File: config.mk
export PLATFORM = sky130hd
export DESIGN_NAME = memory_access_cycle
export DESIGN_NICKNAME = d
export VERILOG_FILES = /design/src/rtl/mem_pkg.sv /design/src/rtl/memory_access_cycle_align.sv /design/src/rtl/memory_access_cycle.sv
export SDC_FILE = /design/constraint.sdc
export NUM_CORES = 1
export LEC_CHECK = 0
export CAP_MARGIN = 20
export CORE_MARGIN = 4
export CORE_UTILIZATION = 40
export DETAILED_ROUTE_END_ITERATION = 10
export PLACE_DENSITY = 0.76
export SYNTH_ARGS = -nofsm -noshare
export SYNTH_HDL_FRONTEND = slang
export SYNTH_SLANG_ARGS = --single-unit
File: constraint.sdc
create_clock -name CLK -period 3.68 [get_ports CLK]
set_input_delay 0.92 -clock CLK [delete_from_list [all_inputs] [get_ports CLK]]
set_output_delay 0.92 -clock CLK [all_outputs]
set_load 0.05 [all_outputs]
File: src/rtl/mem_pkg.sv
// Shared MEM-stage definitions: load/store op codes,
// fault cause codes, FSM states and small op helpers.
package mem_pkg;

    localparam logic [5:0] opLb  = 6'b001011;
    localparam logic [5:0] opLh  = 6'b001100;
    localparam logic [5:0] opLw  = 6'b001101;
    localparam logic [5:0] opLbu = 6'b001110;
    localparam logic [5:0] opLhu = 6'b001111;
    localparam logic [5:0] opSb  = 6'b010000;
    localparam logic [5:0] opSh  = 6'b010001;
    localparam logic [5:0] opSw  = 6'b010010;

    typedef enum logic [1:0] {
        causeNone       = 2'b00,
        causeMisaligned = 2'b01,
        causeTimeout    = 2'b10,
        causeIllegal    = 2'b11
    } faultCause_e;

    typedef enum logic {
        stateIdle   = 1'b0,
        stateAccess = 1'b1
    } memState_e;

    function automatic logic isLoad(input logic [5:0] op);
        return op inside {opLb, opLh, opLw, opLbu, opLhu};
    endfunction

    function automatic logic isStore(input logic [5:0] op);
        return op inside {opSb, opSh, opSw};
    endfunction

    function automatic logic isMisaligned(
        input logic [5:0] op,
        input logic [1:0] addrLo
    );
        logic bad;
        bad = 1'b0;
        if (op inside {opLw, opSw})
            bad = (addrLo != 2'b00);
        else if (op inside {opLh, opLhu, opSh})
            bad = addrLo[0];
        return bad;
    endfunction

endpackage

File: src/rtl/memory_access_cycle_align.sv
// load_store_align: store lane replication/strobes and
// load byte/half extraction with sign or zero extension.
// Ports: op, addrLo, storeData, loadRaw in;
//        storeWData, byteEn, loadData out.
module load_store_align
    import mem_pkg::*;
(
    input  logic [5:0]  op,
    input  logic [1:0]  addrLo,
    input  logic [31:0] storeData,
    input  logic [31:0] loadRaw,
    output logic [31:0] storeWData,
    output logic [3:0]  byteEn,
    output logic [31:0] loadData
);

    logic [7:0]  loadByte;
    logic [15:0] loadHalf;

    always_comb begin
        storeWData = storeData;
        byteEn     = 4'b0000;
        case (op)
            opSb: begin
                storeWData = {4{storeData[7:0]}};
                byteEn     = 4'b0001 << addrLo;
            end
            opSh: begin
                storeWData = {2{storeData[15:0]}};
                byteEn     = addrLo[1] ? 4'b1100 : 4'b0011;
            end
            opSw: byteEn = 4'b1111;
            default: ;
        endcase
    end

    always_comb begin
        loadByte = loadRaw[{addrLo, 3'b000} +: 8];
        loadHalf = addrLo[1] ? loadRaw[31:16] : loadRaw[15:0];
        case (op)
            opLb:    loadData = {{24{loadByte[7]}}, loadByte};
            opLbu:   loadData = {24'h0, loadByte};
            opLh:    loadData = {{16{loadHalf[15]}}, loadHalf};
            opLhu:   loadData = {16'h0, loadHalf};
            opLw:    loadData = loadRaw;
            default: loadData = 32'h0;
        endcase
    end

endmodule

File: src/rtl/memory_access_cycle.sv
// MEM stage: drives the req/ack data-memory port, stalls
// upstream while an access is outstanding, raises fault
// pulses and registers results into the MEM/WB boundary.
// Ports: EX/MEM inputs (ALUOutM..MemWriteM), DMem* port,
//        StallM, FaultM/FaultCauseM, W-side outputs.
module memory_access_cycle
    import mem_pkg::*;
#(
    parameter int TIMEOUT_CYCLES = 16,
    parameter int TCNT_W         = 5
) (
    input  logic        CLK,
    input  logic        RESET_N,
    input  logic [31:0] ALUOutM,
    input  logic [31:0] StoreCounterOutM,
    input  logic [5:0]  ALUSelectM,
    input  logic [4:0]  WriteAddressM,
    input  logic        JtypeM,
    input  logic        RegWriteM,
    input  logic        MemReadM,
    input  logic        MemWriteM,
    output logic [31:0] DMemAddr,
    output logic [31:0] DMemWData,
    output logic [3:0]  DMemByteEn,
    output logic        DMemReq,
    output logic        DMemWrite,
    input  logic [31:0] DMemRData,
    input  logic        DMemAck,
    output logic        StallM,
    output logic        FaultM,
    output logic [1:0]  FaultCauseM,
    output logic [31:0] ReadDataW,
    output logic [31:0] ALUOutW,
    output logic [4:0]  WriteAddressW,
    output logic        RegWriteW,
    output logic        MemReadW,
    output logic        JtypeW
);

    memState_e         state, stateNext;
    logic [TCNT_W-1:0] timeCnt;
    logic [5:0]        opQ;
    logic [1:0]        addrLoQ;

    logic memOp, legalOp, badAddr, timeoutHit;
    logic stallNow, doCapture, doComplete;
    logic doTimeout, doFault, passThrough;
    faultCause_e faultCause;

    logic [5:0]  alignOp;
    logic [1:0]  alignAddr;
    logic [31:0] alignWData, alignLoad;
    logic [3:0]  alignByteEn;

    assign memOp   = MemReadM | MemWriteM;
    assign legalOp =
        (MemReadM & ~MemWriteM & isLoad(ALUSelectM)) |
        (MemWriteM & ~MemReadM & isStore(ALUSelectM));
    assign badAddr = isMisaligned(ALUSelectM, ALUOutM[1:0]);
    assign timeoutHit =
        (timeCnt == TCNT_W'(TIMEOUT_CYCLES - 1));

    // Store formatting is needed at capture (IDLE), load
    // formatting at completion (ACCESS), so one aligner
    // serves both by switching its operand source.
    assign alignOp   = (state == stateAccess) ? opQ
                                              : ALUSelectM;
    assign alignAddr = (state == stateAccess) ? addrLoQ
                                              : ALUOutM[1:0];

    load_store_align uAlign (
        .op        (alignOp),
        .addrLo    (alignAddr),
        .storeData (StoreCounterOutM),
        .loadRaw   (DMemRData),
        .storeWData(alignWData),
        .byteEn    (alignByteEn),
        .loadData  (alignLoad)
    );

    always_ff @(posedge CLK or negedge RESET_N) begin
        if (!RESET_N) state <= stateIdle;
        else          state <= stateNext;
    end

    always_comb begin
        stateNext  = state;
        stallNow   = 1'b0;
        doCapture  = 1'b0;
        doComplete = 1'b0;
        doTimeout  = 1'b0;
        doFault    = 1'b0;
        faultCause = causeNone;
        case (state)
            stateIdle: begin
                if (memOp) begin
                    if (!legalOp) begin
                        doFault    = 1'b1;
                        faultCause = causeIllegal;
                    end else if (badAddr) begin
                        doFault    = 1'b1;
                        faultCause = causeMisaligned;
                    end else begin
                        stallNow  = 1'b1;
                        doCapture = 1'b1;
                        stateNext = stateAccess;
                    end
                end
            end
            stateAccess: begin
                if (DMemAck) begin
                    doComplete = 1'b1;
                    stateNext  = stateIdle;
                end else if (timeoutHit) begin
                    doTimeout  = 1'b1;
                    doFault    = 1'b1;
                    faultCause = causeTimeout;
                    stateNext  = stateIdle;
                end else begin
                    stallNow = 1'b1;
                end
            end
            default: stateNext = stateIdle;
        endcase
    end

    // Stall is released while reset is held so upstream
    // is not frozen by the reset-forced IDLE state.
    assign StallM = stallNow & RESET_N;

    assign passThrough = doComplete |
        ((state == stateIdle) & ~memOp);

    always_ff @(posedge CLK or negedge RESET_N) begin
        if (!RESET_N) begin
            DMemAddr    <= 32'h0;
            DMemWData   <= 32'h0;
            DMemByteEn  <= 4'b0000;
            DMemReq     <= 1'b0;
            DMemWrite   <= 1'b0;
            opQ         <= 6'h0;
            addrLoQ     <= 2'b00;
            timeCnt     <= '0;
        end else if (doCapture) begin
            DMemAddr    <= {ALUOutM[31:2], 2'b00};
            DMemWData   <= MemWriteM ? alignWData : 32'h0;
            DMemByteEn  <= MemWriteM ? alignByteEn
                                     : 4'b0000;
            DMemReq     <= 1'b1;
            DMemWrite   <= MemWriteM;
            opQ         <= ALUSelectM;
            addrLoQ     <= ALUOutM[1:0];
            timeCnt     <= '0;
        end else if (doComplete | doTimeout) begin
            DMemByteEn  <= 4'b0000;
            DMemReq     <= 1'b0;
            DMemWrite   <= 1'b0;
        end else if (state == stateAccess) begin
            timeCnt     <= timeCnt + TCNT_W'(1);
        end
    end

    always_ff @(posedge CLK or negedge RESET_N) begin
        if (!RESET_N) begin
            FaultM        <= 1'b0;
            FaultCauseM   <= causeNone;
            ReadDataW     <= 32'h0;
            ALUOutW       <= 32'h0;
            WriteAddressW <= 5'h0;
            RegWriteW     <= 1'b0;
            MemReadW      <= 1'b0;
            JtypeW        <= 1'b0;
        end else begin
            FaultM      <= doFault;
            FaultCauseM <= faultCause;
            if (passThrough) begin
                ReadDataW <= (doComplete & ~DMemWrite)
                           ? alignLoad : 32'h0;
                ALUOutW       <= ALUOutM;
                WriteAddressW <= WriteAddressM;
                RegWriteW     <= RegWriteM;
                MemReadW      <= MemReadM;
                JtypeW        <= JtypeM;
            end else begin
                ReadDataW     <= 32'h0;
                ALUOutW       <= 32'h0;
                WriteAddressW <= 5'h0;
                RegWriteW     <= 1'b0;
                MemReadW      <= 1'b0;
                JtypeW        <= 1'b0;
            end
        end
    end

endmodule

==> flow_summary.yaml <==
placement:
  gp_congestion: 0.9018
  place_hpwl_um: 14950
  numPortBuffers: 257
synth:
  yosys_warnings: 0
  synth_largest_area_cell: "dfrtp_1"
  synth_area_um2: 6724
  synth_enable_flop_cells: 0
  synthTopCellsByArea: "dfrtp_1 58%, mux2_1 5.9%, mux2i_1 5.7%"
  synthCells: 567
  yosys.area.top_type_share_pct: 58.43
  ys.flop_type: "dfrtp_1"
  yosysUniqueCellTypes: 52
  yosysSeqAreaShare_pct: 58.43
  synth-seq-cells: 157
  avgSynthCellArea_um2: 11.86
  async_reset_ff_share_pct: 100.0
timing:
  worst_pin_slew_ps: 919.4
  finClkSkew_ps: 7.675
  hold_viol: 0
  rsz0062_at_grt: "no"
  drv_slew: 0
  slew_headroom_pct: 38.71
  setup_viol: 0
  fmax_mhz: 276.9
  finalCriticalPeriod_ps: 3611
  post-route-period-util_pct: 98.12
routing:
  ant_nets: 0
  routedWlPerCell_um: 18.56
  vias: 5573
  drt_drc_violations_left: 0
  drtIter0Drc: 273
  drt-vias-per-instance: 5.155
  drt_wl_total_um: 20070
  dr.pass1.iters: 7
finish:
  drive_gt1_share_pct: 10.47
  final_common_cell: "clkdlybuf4s50_1"
  fillers: 1306
  nets: 963
  final_core_util_pct: 62.38
  most-common-layout-cells: "248 x clkdlybuf4s50_1, 157 x dfrtp_1, 78 x nand2_1"
  area_delta_synth_final_pct: 53.31
clock_tree:
  h-tree-depth: 4
  cts_buffer_depth: 2
  clock-sinks: 157
  cts_tree: "yes"
  clkTransAtPathRegs_ps: 60
  cts_root_buffer: "clkbuf_16"
  clk_latency_ps: 420
  cts_made_buffers: 17
grt:
  grt_pass1_vias: 5811
  grt.met2_usage_pct: 36.25
  grt-ovfl-total: 0
  grt_start_max_net_pins: 75
  grt_pass1_wl_um: 30780
  antenna_found_initial: 1
  grtUsageTotal_pct: 21.05
  met3_usage_pct: 6.209
  busiest_layer: "met2"
  grt_use_met1_pct: 24.89
die:
  pin_count: 260
  start_util_pct: 40.69
  fp.dieH_um: 137.7
  core_um2: 16520
  die_w_um: 137.7
  fp.dieArea_um2: 18950
  core.rowCount: 47
worst_setup_path:
  start_kind: "input port"
  end_kind: "output pin"
  required_ps: 2760
  path_class: "input port to output pin"
  critPathMaxFanout: 2
  arrival_ps: 2690
pwr:
  p_total_mw: 5.386
  powerDensity_nw_per_um2: 522.5
  irDropWorstVdd_mv: 0.3364
  leakage_nw: 4.460
run:
  drv_cap: 0
min_path:
  min_path_type: "input port to asynchronous set/reset pin"
run_status:
  outcome: "finished, final reports clean"
-- metrics by stage --
step	setup TNS [ps]	instance area (µm²)	hold WS (ps)	worst slack [ps]	instances
2_1_floorplan	-139.9	6749	464.0	-139.9	568
3_3_place_gp	-295.0	9701	469.4	-295.0	1046
3_5_place_dp	-1479	9701	473.1	-307.5	1046
4_1_cts	0	10290	303.3	24.09	1079
5_1_grt	0	10310	308.0	12.65	1080
6_report	0	10310	319.7	69.11	1081
-- sequential cells by signal (all words and copies together), names as in the netlist --
signal,cells
DMemAddr,30
opQ,6
FaultCauseM,2
MemReadW,1
WriteAddressW,5
ReadDataW,32
timeCnt,5
DMemWData,32
state,1
addrLoQ,2
FaultM,1
JtypeW,1
DMemWrite,1
ALUOutW,32
DMemReq,1
RegWriteW,1
DMemByteEn,4
-- worst max-delay path: stages --
cell	delay, ps
clkdlybuf4s50_1	500
or4b_4	500
a221oi_4	360
nand2_4	90
a21boi_4	180
buf_12	150
-- power by group --
part	internal, mW	total, mW	switching [mW]
Clock	0.988	1.69	0.706
Sequential	1.95	2.08	0.129
Combinational	0.595	1.61	1.02
-- cell usage after synthesis (all sizes together) (2+ instances only) --
cell type and instances:
buf 15, o21ai 12, and2 5, mux2 38, nand2 79, nor4b 2
mux4 3, clkbuf 18, and3 7, nand3 5, ha 2, o2bb2ai 24
a211oi 3, xor2 2, nand4 5, xnor2 2, a21boi 2, or4b 2
nor2 20, a21oi 30, o2111ai 2, mux2i 38, inv 14, a222oi 3
dfrtp 157, nand3b 2, nand2b 2, nor3 3, a221o 12, nor2b 43
-- per-layer routing --
| metal | up-vias | routed length, µm |
|---|---|---|
| li1 | 2547 | - |
| met3 | 36 | 1747 |
| met4 | 2 | 392 |
| met2 | 266 | 10070 |
| met1 | 2722 | 7841 |
| met5 | - | 13 |
-- cell families after synthesis --
group | Yosys count | synth area share, %
muxes | 79 | 13.03
AOI/OAI and AO/OA | 96 | 10.68
other | 1 | 0.05577
DFF | 157 | 58.43
xor gates and xnor gates | 4 | 0.5211
and+or+nand+nor | 181 | 13.62
adders and majority gates | 2 | 0.3721
buffers and inverters | 47 | 3.294
-- path summary, 6_finish.rpt --
| kind | startpoint | slack (ps) | cells after the start | endpoint |
|---|---|---|---|---|
| max | MemReadM | 70 | 6 | StallM |
| min | RESET_N | 320 | 1 | DMemAddr[31] |
| max reg2reg | state | 870 | 5 | ReadDataW[0] |
| min reg2reg | DMemWData[18] | 490 | 1 | DMemWData[18] |
| max in group asynchronous | RESET_N | 2220 | 2 | DMemWData[25] |
| min in group CLK | DMemWData[18] | 490 | 1 | DMemWData[18] |
-- timing repair --
| item | in CTS | in global routing |
|---|---|---|
| buffers inserted | 1 | 1 |
| hold endpoints to repair | 0 | 0 |
| resized for setup | 18 | 3 |
| pin swaps | 6 | 5 |
| endpoints found under the setup margin | 1 | 1 |
| hold buffers | 0 | 0 |
-- layout make-up --
type / count / area [µm²] / share of cell area (%)
Antenna cell: 1 / 2.502 / 0.02427
Clock buffer: 20 / 466.7 / 4.527
Clock inverter: 12 / 111.4 / 1.080
Inverter: 14 / 52.55 / 0.5098
Multi-Input combinational cell: 364 / 2615 / 25.37
Sequential cell: 157 / 3929 / 38.11
Tap cell: 220 / 275.3 / 2.670
Timing Repair Buffer: 293 / 2856 / 27.71
Note: power is estimated with default switching activity, not from simulation.
